$ cat src/rtl/pc_pkg.sv
// Shared types and constants for the PC next-value unit: FSM states,
// default vectors and the canonical PC source indices.
package pc_pkg;

   typedef enum logic {
      ST_RUN = 1'b0,
      ST_EXC = 1'b1
   } pc_state_e;

   localparam logic [31:0] PC_RESET_VECTOR = 32'h0000_0000;
   localparam logic [31:0] PC_EXC_VECTOR   = 32'h0000_00FC;

   localparam int PCSRC_ALU    = 0;
   localparam int PCSRC_ALUOUT = 1;
   localparam int PCSRC_JUMP   = 2;

endpackage

$ cat src/rtl/pc_src_mux.sv
// NSRC:1 combinational PC source mux over a flattened source bus.
// Select values with no matching source fall back to source 0.
module pc_src_mux
   import pc_pkg::*;
#(
   parameter int WIDTH = 32,
   parameter int NSRC  = 4,
   parameter int SELW  = $clog2(NSRC)
) (
   input  logic [SELW-1:0]       sel_i,
   input  logic [NSRC*WIDTH-1:0] data_i,
   output logic [WIDTH-1:0]      data_o
);

   always_comb begin
      data_o = data_i[WIDTH-1:0];
      for (int i = 1; i < NSRC; i++) begin
         if (sel_i == SELW'(i)) data_o = data_i[i*WIDTH +: WIDTH];
      end
   end

endmodule

$ cat src/rtl/pc_next_unit.sv
// Registered PC with source select, branch write gate, EPC and a RUN/EXC
// exception tracker with misaligned-target fault and eret support.
//
// state   | meaning
// --------+-------------------------------------------------------------
// ST_RUN  | normal execution; exc_req or a misaligned write enters EXC
// ST_EXC  | handler running; nested requests dropped, eret returns to EPC
module pc_next_unit
   import pc_pkg::*;
#(
   parameter int          WIDTH        = 32,
   parameter int          NSRC         = 4,
   parameter int          SELW         = $clog2(NSRC),
   parameter logic [31:0] RESET_VECTOR = PC_RESET_VECTOR,
   parameter logic [31:0] EXC_VECTOR   = PC_EXC_VECTOR,
   parameter int          ALIGN_BITS   = 2
) (
   input  logic                  clk,
   input  logic                  reset,
   input  logic [SELW-1:0]       pc_src,
   input  logic [NSRC*WIDTH-1:0] src_data,
   input  logic                  pc_write,
   input  logic                  pc_write_cond,
   input  logic                  branch_ne,
   input  logic                  zero,
   input  logic                  exc_req,
   input  logic                  eret,
   output logic [WIDTH-1:0]      pc,
   output logic [WIDTH-1:0]      epc,
   output logic                  in_exc,
   output logic                  addr_fault,
   output logic                  exc_dropped,
   output logic                  eret_illegal
);

   localparam logic [WIDTH-1:0] RST_V = WIDTH'(RESET_VECTOR);
   localparam logic [WIDTH-1:0] EXC_V = WIDTH'(EXC_VECTOR);

   logic [WIDTH-1:0] target;
   logic             misaligned;
   logic             take;
   logic             bad_take;

   pc_state_e        state_q;
   logic [WIDTH-1:0] pc_q;
   logic [WIDTH-1:0] epc_q;
   logic             addr_fault_q;
   logic             exc_dropped_q;
   logic             eret_illegal_q;

   pc_src_mux #(
      .WIDTH (WIDTH),
      .NSRC  (NSRC),
      .SELW  (SELW)
   ) u_mux (
      .sel_i  (pc_src),
      .data_i (src_data),
      .data_o (target)
   );

   if (ALIGN_BITS > 0) begin : g_align
      assign misaligned = |target[ALIGN_BITS-1:0];
   end else begin : g_noalign
      assign misaligned = 1'b0;
   end

   assign take     = pc_write | (pc_write_cond & (zero ^ branch_ne));
   assign bad_take = take & misaligned;

   always_ff @(posedge clk or posedge reset) begin
      if (reset) begin
         state_q        <= ST_RUN;
         pc_q           <= RST_V;
         epc_q          <= '0;
         addr_fault_q   <= 1'b0;
         exc_dropped_q  <= 1'b0;
         eret_illegal_q <= 1'b0;
      end else begin
         addr_fault_q   <= 1'b0;
         exc_dropped_q  <= 1'b0;
         eret_illegal_q <= 1'b0;
         case (state_q)
            ST_RUN: begin
               // A rejected write still reports its fault even when exc_req wins.
               if (exc_req || bad_take) begin
                  addr_fault_q <= bad_take;
                  epc_q        <= pc_q;
                  pc_q         <= EXC_V;
                  state_q      <= ST_EXC;
               end else if (eret) begin
                  eret_illegal_q <= 1'b1;
               end else if (take) begin
                  pc_q <= target;
               end
            end
            ST_EXC: begin
               if (eret) begin
                  pc_q          <= epc_q;
                  state_q       <= ST_RUN;
                  exc_dropped_q <= exc_req;
               end else if (bad_take) begin
                  addr_fault_q  <= 1'b1;
                  exc_dropped_q <= 1'b1;
               end else begin
                  exc_dropped_q <= exc_req;
                  if (take) pc_q <= target;
               end
            end
            default: state_q <= ST_RUN;
         endcase
      end
   end

   assign pc           = pc_q;
   assign epc          = epc_q;
   assign in_exc       = (state_q == ST_EXC);
   assign addr_fault   = addr_fault_q;
   assign exc_dropped  = exc_dropped_q;
   assign eret_illegal = eret_illegal_q;

endmodule

$ cat config.mk
export PLATFORM = sky130hd
export DESIGN_NAME = pc_next_unit
export DESIGN_NICKNAME = d
export VERILOG_FILES = /design/src/rtl/pc_pkg.sv /design/src/rtl/pc_src_mux.sv /design/src/rtl/pc_next_unit.sv
export SDC_FILE = /design/constraint.sdc
export NUM_CORES = 1
export LEC_CHECK = 0
export BUFFER_PORTS_ARGS = -buffer_cell sky130_fd_sc_hd__buf_2
export CORE_ASPECT_RATIO = 1.2
export CORE_MARGIN = 8
export CORE_UTILIZATION = 49
export DETAILED_ROUTE_END_ITERATION = 10
export GPL_ROUTABILITY_DRIVEN = 0
export GPL_TIMING_DRIVEN = 0
export PLACE_DENSITY_LB_ADDON = 0.25
export SLEW_MARGIN = 20
export SYNTH_ARGS = -nofsm -noshare
export SYNTH_HDL_FRONTEND = slang
export SYNTH_SLANG_ARGS = --single-unit
export TNS_END_PERCENT = 10
$ cat constraint.sdc
create_clock -name clk -period 3.3 [get_ports clk]
set_input_delay 0.33 -clock clk [delete_from_list [all_inputs] [get_ports clk]]
set_output_delay 0.33 -clock clk [all_outputs]
set_load 0.02 [all_outputs]
# Yosys cells after proc, flatten, opt, wreduce, memory -nomap -nowiden
# Cells that the tools add are included.
dict set report totals {
  latch_bits 0
  memories 0
  input_bits 138
  rom_bits 0
  regBits 68
  ramBits 0
}
dict set report classes {
  magnitude_cmp 0
  n_eq_ne 5
  n_addsub 0
  reduce_logical 4
  bitwise 5
  mux 22
  shift 0
  mul 0
  div_mod_pow 0
}
# operator n
set op_table {}
lappend op_table {{32-bit 2-to-1 mux} 8}
lappend op_table {{32-bit case mux with 2 select lines} 1}
lappend op_table {{1-bit 2-to-1 mux} 11}
lappend op_table {{3-bit inequality test, second input constant} 2}
lappend op_table {{2-bit equality test, second input constant} 2}
lappend op_table {{1-bit case mux with 2 select lines} 2}
lappend op_table {{2-bit AND reduction} 2}
lappend op_table {{1-bit AND} 2}
lappend op_table {{2-bit by 1-bit equality test with 1-bit output, second input constant} 1}
lappend op_table {{2-bit OR reduction} 1}
lappend op_table {{1-bit logical OR} 1}
lappend op_table {{1-bit NOT} 1}
lappend op_table {{1-bit OR} 1}
lappend op_table {{1-bit bitwise XOR} 1}

# Depth between registers and ports, before layout
dict set report depth {
  ltp_word 9
  ltp_mapped 8
}

# Hierarchy
# From an unflattened synthesis, not the netlist that was laid out.
dict set report hier_totals {
  cells_unflattened 383
  area_unflattened_um2 4533.1
}
# mod cells_each area_per_inst_um2 n_inst seq_area_each_um2
set modules_own_cells {}
lappend modules_own_cells {pc_next_unit 344 3718.6 1 1701.6}
lappend modules_own_cells {pc_src_mux 39 814.5 1 0.0}

# Worst setup path before layout
# No wires, ideal clock.
dict set report synth_path {
  path_kind {input to register}
  start {input port pc_src[0]}
  end {register pc_q[11] (netlist: pc[11])}
  t_arrival_ps 1900
  setup_time_ps 126
  setup_slack_ps 1274
  stages 5
  t_required_ps 3174
  path_cell_list {buf_6 clkbuf_1 mux4_2 nor2b_2 a221o_1}
}
dict set report synth_via {
  elab_chain_cells 9
}
# item line
set synth_lines {}
lappend synth_lines {{from (decl)} pc_next_unit.sv:20} ;# input logic [SELW-1:0] pc_src,
lappend synth_lines {{2-bit by 1-bit equality test with 1-bit output} pc_src_mux.sv:18} ;# if (sel_i == SELW'(i)) data_o = data_i[i*WIDTH +: WIDTH];
lappend synth_lines {{32-bit 2-to-1 mux (2 in a row)} pc_src_mux.sv:18}
lappend synth_lines {{32-bit 2-to-1 mux *} pc_src_mux.sv:18}
lappend synth_lines {{2-bit OR reduction} pc_next_unit.sv:62} ;# assign misaligned = |target[ALIGN_BITS-1:0];
lappend synth_lines {{1-bit AND} pc_next_unit.sv:68} ;# assign bad_take = take & misaligned;
lappend synth_lines {{1-bit logical OR} pc_next_unit.sv:85} ;# if (exc_req || bad_take) begin
lappend synth_lines {{32-bit 2-to-1 mux / 3-bit inequality test (equally long branches)} -}
lappend synth_lines {{32-bit case mux with 2 select lines / 2-bit AND reduction (equally long branches)} -}
lappend synth_lines {{to (signal assigned)} pc_next_unit.sv:93} ;# pc_q <= target;
lappend synth_lines {{to (signal assigned)} pc_next_unit.sv:98} ;# pc_q <= epc_q;
lappend synth_lines {{to (signal assigned)} pc_next_unit.sv:106} ;# if (take) pc_q <= target;
lappend synth_lines {{to (decl)} pc_next_unit.sv:45} ;# logic [WIDTH-1:0] pc_q;
# Every way passes the cells marked *; elsewhere a longest branch is shown, timed or not. The select of a mux whose other input is x is not followed.
# A chain may end at the register's enable or synchronous reset.

# Worst setup path after layout
dict set report layout_path {
  start {input port branch_ne}
  end {register epc_q[4] (netlist: epc[4])}
}
dict set report layout_via {
  elab_chain_cells 6
}
# item line
set layout_lines {}
lappend layout_lines {{from (decl)} pc_next_unit.sv:24} ;# input logic branch_ne,
lappend layout_lines {{1-bit bitwise XOR} pc_next_unit.sv:67} ;# assign take = pc_write | (pc_write_cond & (zero ^ branch_ne));
lappend layout_lines {{1-bit AND} pc_next_unit.sv:67}
lappend layout_lines {{1-bit OR} pc_next_unit.sv:67}
lappend layout_lines {{1-bit AND} pc_next_unit.sv:68}
lappend layout_lines {{1-bit logical OR} pc_next_unit.sv:85}
lappend layout_lines {{2-bit AND reduction (no line)} -}
lappend layout_lines {{to (signal assigned)} pc_next_unit.sv:87} ;# epc_q <= pc_q;
lappend layout_lines {{to (decl)} pc_next_unit.sv:46} ;# logic [WIDTH-1:0] epc_q;
# No other way between the ends.

==> impl_results.md <==
- Gr ovfl total: 0
- Largest stage delay on the critical path: between 0.3 and 0.4 ns
- Count of endpoints failing hold in the final timing report: 0
- Total die area: ~11000 um^2
- Vias in the first global route: about 3700
- Total power divided by cell area: around 530 nW/um^2
- RSZ-0062 raised after global routing: false
- Ant. Diodes: 0
- Leakage: around 2.6 nW
- Root buffer selected by CTS: sky130_fd_sc_hd__clkbuf_8
- Global router's overall resource usage: about 22%
- Sequential-to-total area share from yosys stat: ~45%
- Critical Path Source Type: input pin
- Mean area per synthesized cell: approximately 14 um^2
- Worst relative slew slack: around 45%
- Worst Clk Skew: around 0.0092 ns
- Number of register bits inferred by synthesis: approximately 70
- Quantity of I/O buffers inserted on ports: roughly 200
- Count of unique library cells instantiated by Yosys: 31
- Die boundary height: 112 um
- Master of the slowest instance on the critical path: sky130_fd_sc_hd__buf_1
- Number of antenna violations at the first check in global routing: 0
- Clock Sinks: 68
- Result of the run: finished, final reports clean
- HPWL reported at the end of detailed placement: just over 9000 um
- Pin count of the biggest net entering global routing: a little over 40
- Worst ir drop on vdd: around 0.31 mV
- Synth-to-Final Area Change: 36.0%
- Mapped Cells: between 200 and 300
- DRC violation count after routing: 0
- Minimum clock period: between 1.5 and 2 ns
- Class of the most critical setup path: input pin to flip-flop
- Number of top-level design ports: around 200
- Total count of max-transition violations in the final report: 0
- Final Net Count: just over 600
- CP Cell Sequence: buf_2, xor2_1, a21o_1, buf_1, a21oi_1, nor2_1, buf_4, buf_4, mux2_1
- Antenna violation net count after detailed routing: 0
- WL per Instance: 19.8 um
- Timing startpoint of the critical path: branch_ne
- Vias per cell: ~5.7
- Total Routed Length: about 12000 um
- Number of instances resized during post-cts repair: 0
- Type of the tightest min-delay check: input pin to flip-flop
- Count of max-cap constraint violations: 0
- Arrival time worst endpoint: ~2.2 ns
- Category of the worst setup path capture point: flip-flop
- Maximum fanout along the worst path: 10
- Most used cells in the layout excluding fill and tap cells: sky130_fd_sc_hd__buf_2 (207), sky130_fd_sc_hd__dfrtp_1 (68), sky130_fd_sc_hd__mux2_1 (32)
- Worst hold start: exc_req
- Number of placement rows: 35
- Deepest clock path buffer count: 2
- DRT iter0 DRCs: around 100
- Post-synth net total: 406
- TritonCTS clock tree: yes
- Final worst hold slack: around 0.26 ns
- Sum of negative setup slack: 0 ns
- Fmax: about 500 MHz
- Count of endpoints failing setup in the final report: 0
- Synth Cell Area: between 3000 and 4000 um^2
- Most numerous cell on the critical path: sky130_fd_sc_hd__buf_4
- Starting utilization of the core area: 49.8%
- Fraction of final layout cells sized beyond drive strength 1: about three fifths
- Crit Reg-Reg Startpoint: in_exc$_DFF_PP0_
- Wire length of the first global-routing pass: 18500 um
- H-tree Lvls: 3
- Synth warn: 0
- Number of buffers inserted during clock tree synthesis: 9
- Clock-pin slew on the worst setup and hold paths: 0.08 ns
- Measured slew at the worst slew-check pin: ~0.83 ns
- Std-Cell Core Area: around 7500 um^2
- Worst endpoint required time: between 3 and 4 ns
- Vias after detailed routing: around 3300
- First-pass detailed-route iteration total: 4
- Count of fill cells added during filler insertion: roughly 620
- Clk Latency, worst-skew pair: 0.34 ns
- Power after layout: roughly 2.7 mW
- Horizontal die dimension: approximately 96 um
- Most common cell after layout, fill and taps aside: sky130_fd_sc_hd__buf_2
- Part of the cycle the worst path needs: 59.6%
==> routing by layer <==
| layer | global-route usage [%] | wire length [um] |
|---|---|---|
| met1 | 25.8 | 4380 |
| met5 | 0 | 0 |
| met2 | 37.7 | 5960 |
| met4 | 8.94 | 271 |
| met3 | 4.78 | 910 |
==> flip-flops by register name, summed over array words and instances (netlist names) <==
signal / cells
addr_fault: 1
pc: 32
exc_dropped: 1
in_exc: 1
epc: 32
eret_illegal: 1
==> logic make-up after synthesis <==
logic type	count (synthesis)	share of synthesized area (%)
AO/OA/AOI/OAI	54	12.2
XOR/XNOR	1	0.234
buffers and inverters	24	3.64
AND/OR/NAND/NOR	59	10.9
multiplexers	62	27.6
flip-flops	68	45.4
==> final timing paths <==
| check | end | slack (ns) | depth (start not counted) |
|---|---|---|---|
| min in group asynchronous | pc[10]$_DFFE_PP0P_ | 0.54 | 3 |
| max reg2reg | pc[4]$_DFFE_PP0P_ | 1.54 | 6 |
| max | epc[4]$_DFFE_PP0P_ | 1.33 | 9 |
| min reg2reg | epc[25]$_DFFE_PP0P_ | 0.51 | 1 |
| min | exc_dropped$_DFF_PP0_ | 0.26 | 2 |
| max in group asynchronous | in_exc$_DFF_PP0_ | 2.22 | 4 |
==> synth_stat cells <==
master	count	share of area, %
sky130_fd_sc_hd__dfrtp_1	68	45
sky130_fd_sc_hd__mux2_1	32	9.6
sky130_fd_sc_hd__mux4_2	30	18
sky130_fd_sc_hd__a221o_1	24	6.4
sky130_fd_sc_hd__nor2b_2	18	4.2
sky130_fd_sc_hd__nand2_1	16	1.6
sky130_fd_sc_hd__nor2_1	11	1.1
sky130_fd_sc_hd__a21oi_1	10	1.3
sky130_fd_sc_hd__clkbuf_1	10	1.0
sky130_fd_sc_hd__nor2b_1	7	1.2
sky130_fd_sc_hd__a2111o_1	6	1.8
sky130_fd_sc_hd__o21ai_0	6	0.80
sky130_fd_sc_hd__buf_2	4	0.53
sky130_fd_sc_hd__buf_6	4	1.2
sky130_fd_sc_hd__buf_4	3	0.60
sky130_fd_sc_hd__a22o_1	2	0.47
sky130_fd_sc_hd__inv_1	2	0.20
sky130_fd_sc_hd__nor4b_2	2	0.80
sky130_fd_sc_hd__a21o_1	1	0.20
sky130_fd_sc_hd__and2_1	1	0.17
sky130_fd_sc_hd__buf_1	1	0.10
sky130_fd_sc_hd__nor4_2	1	0.33
sky130_fd_sc_hd__nor4_4	1	0.57
sky130_fd_sc_hd__nor4bb_4	1	0.67
sky130_fd_sc_hd__o21a_1	1	0.20
sky130_fd_sc_hd__o21ai_1	1	0.13
sky130_fd_sc_hd__o21bai_1	1	0.20
sky130_fd_sc_hd__o2bb2ai_2	1	0.40
sky130_fd_sc_hd__o31a_1	1	0.23
sky130_fd_sc_hd__or4_4	1	0.30
sky130_fd_sc_hd__xor2_1	1	0.23
==> per-stage QoR <==
step,util [%],setup slack (ns),instance area (um^2),instances
3_3_place_gp,64.8,0.495,4880,563
4_1_cts,67.7,1.33,5100,581
5_1_grt,67.7,1.17,5100,581
2_1_floorplan,-,1.26,3750,268
6_report,67.7,1.33,5100,581
3_5_place_dp,65.1,0.984,4900,564
==> critical path: cells and delay by family <==
family                    cells  cell delay (ns)
muxes                         1             0.34
xor gates and xnor gates      1             0.18
AOI/OAI and AO/OA             2             0.26
buffers and inverters         4             0.93
and+or+nand+nor               1             0.13
==> where the power goes <==
| part | total [mW] | switching [mW] | leakage, nW | internal (mW) |
|---|---|---|---|---|
| sequential | 1.13 | 0.136 | 0.899 | 0.997 |
| clock | 0.646 | 0.331 | 0.0957 | 0.315 |
| combinational | 0.903 | 0.510 | 1.65 | 0.393 |
==> final cells by class <==
type                       instances  area (um^2)  share of cell area, %
inverter                           2         10.0                  0.196
tap                               92          115                   2.26
sequential                        68         1700                   33.4
clock inverter                     5         35.0                  0.687
multi-input combinational        176         1910                   37.5
timing repair buffer             205         1050                   20.5
clock buffer                      11          151                   2.97
buffer                            22          129                   2.53
==> repair_timing <==
item | CTS | global route
hold buffers | 1 | 0
setup buffers | 0 | 0
hold endpoints to repair | 28 | 0
No activity file was read; power rests on OpenSTA's default activity.
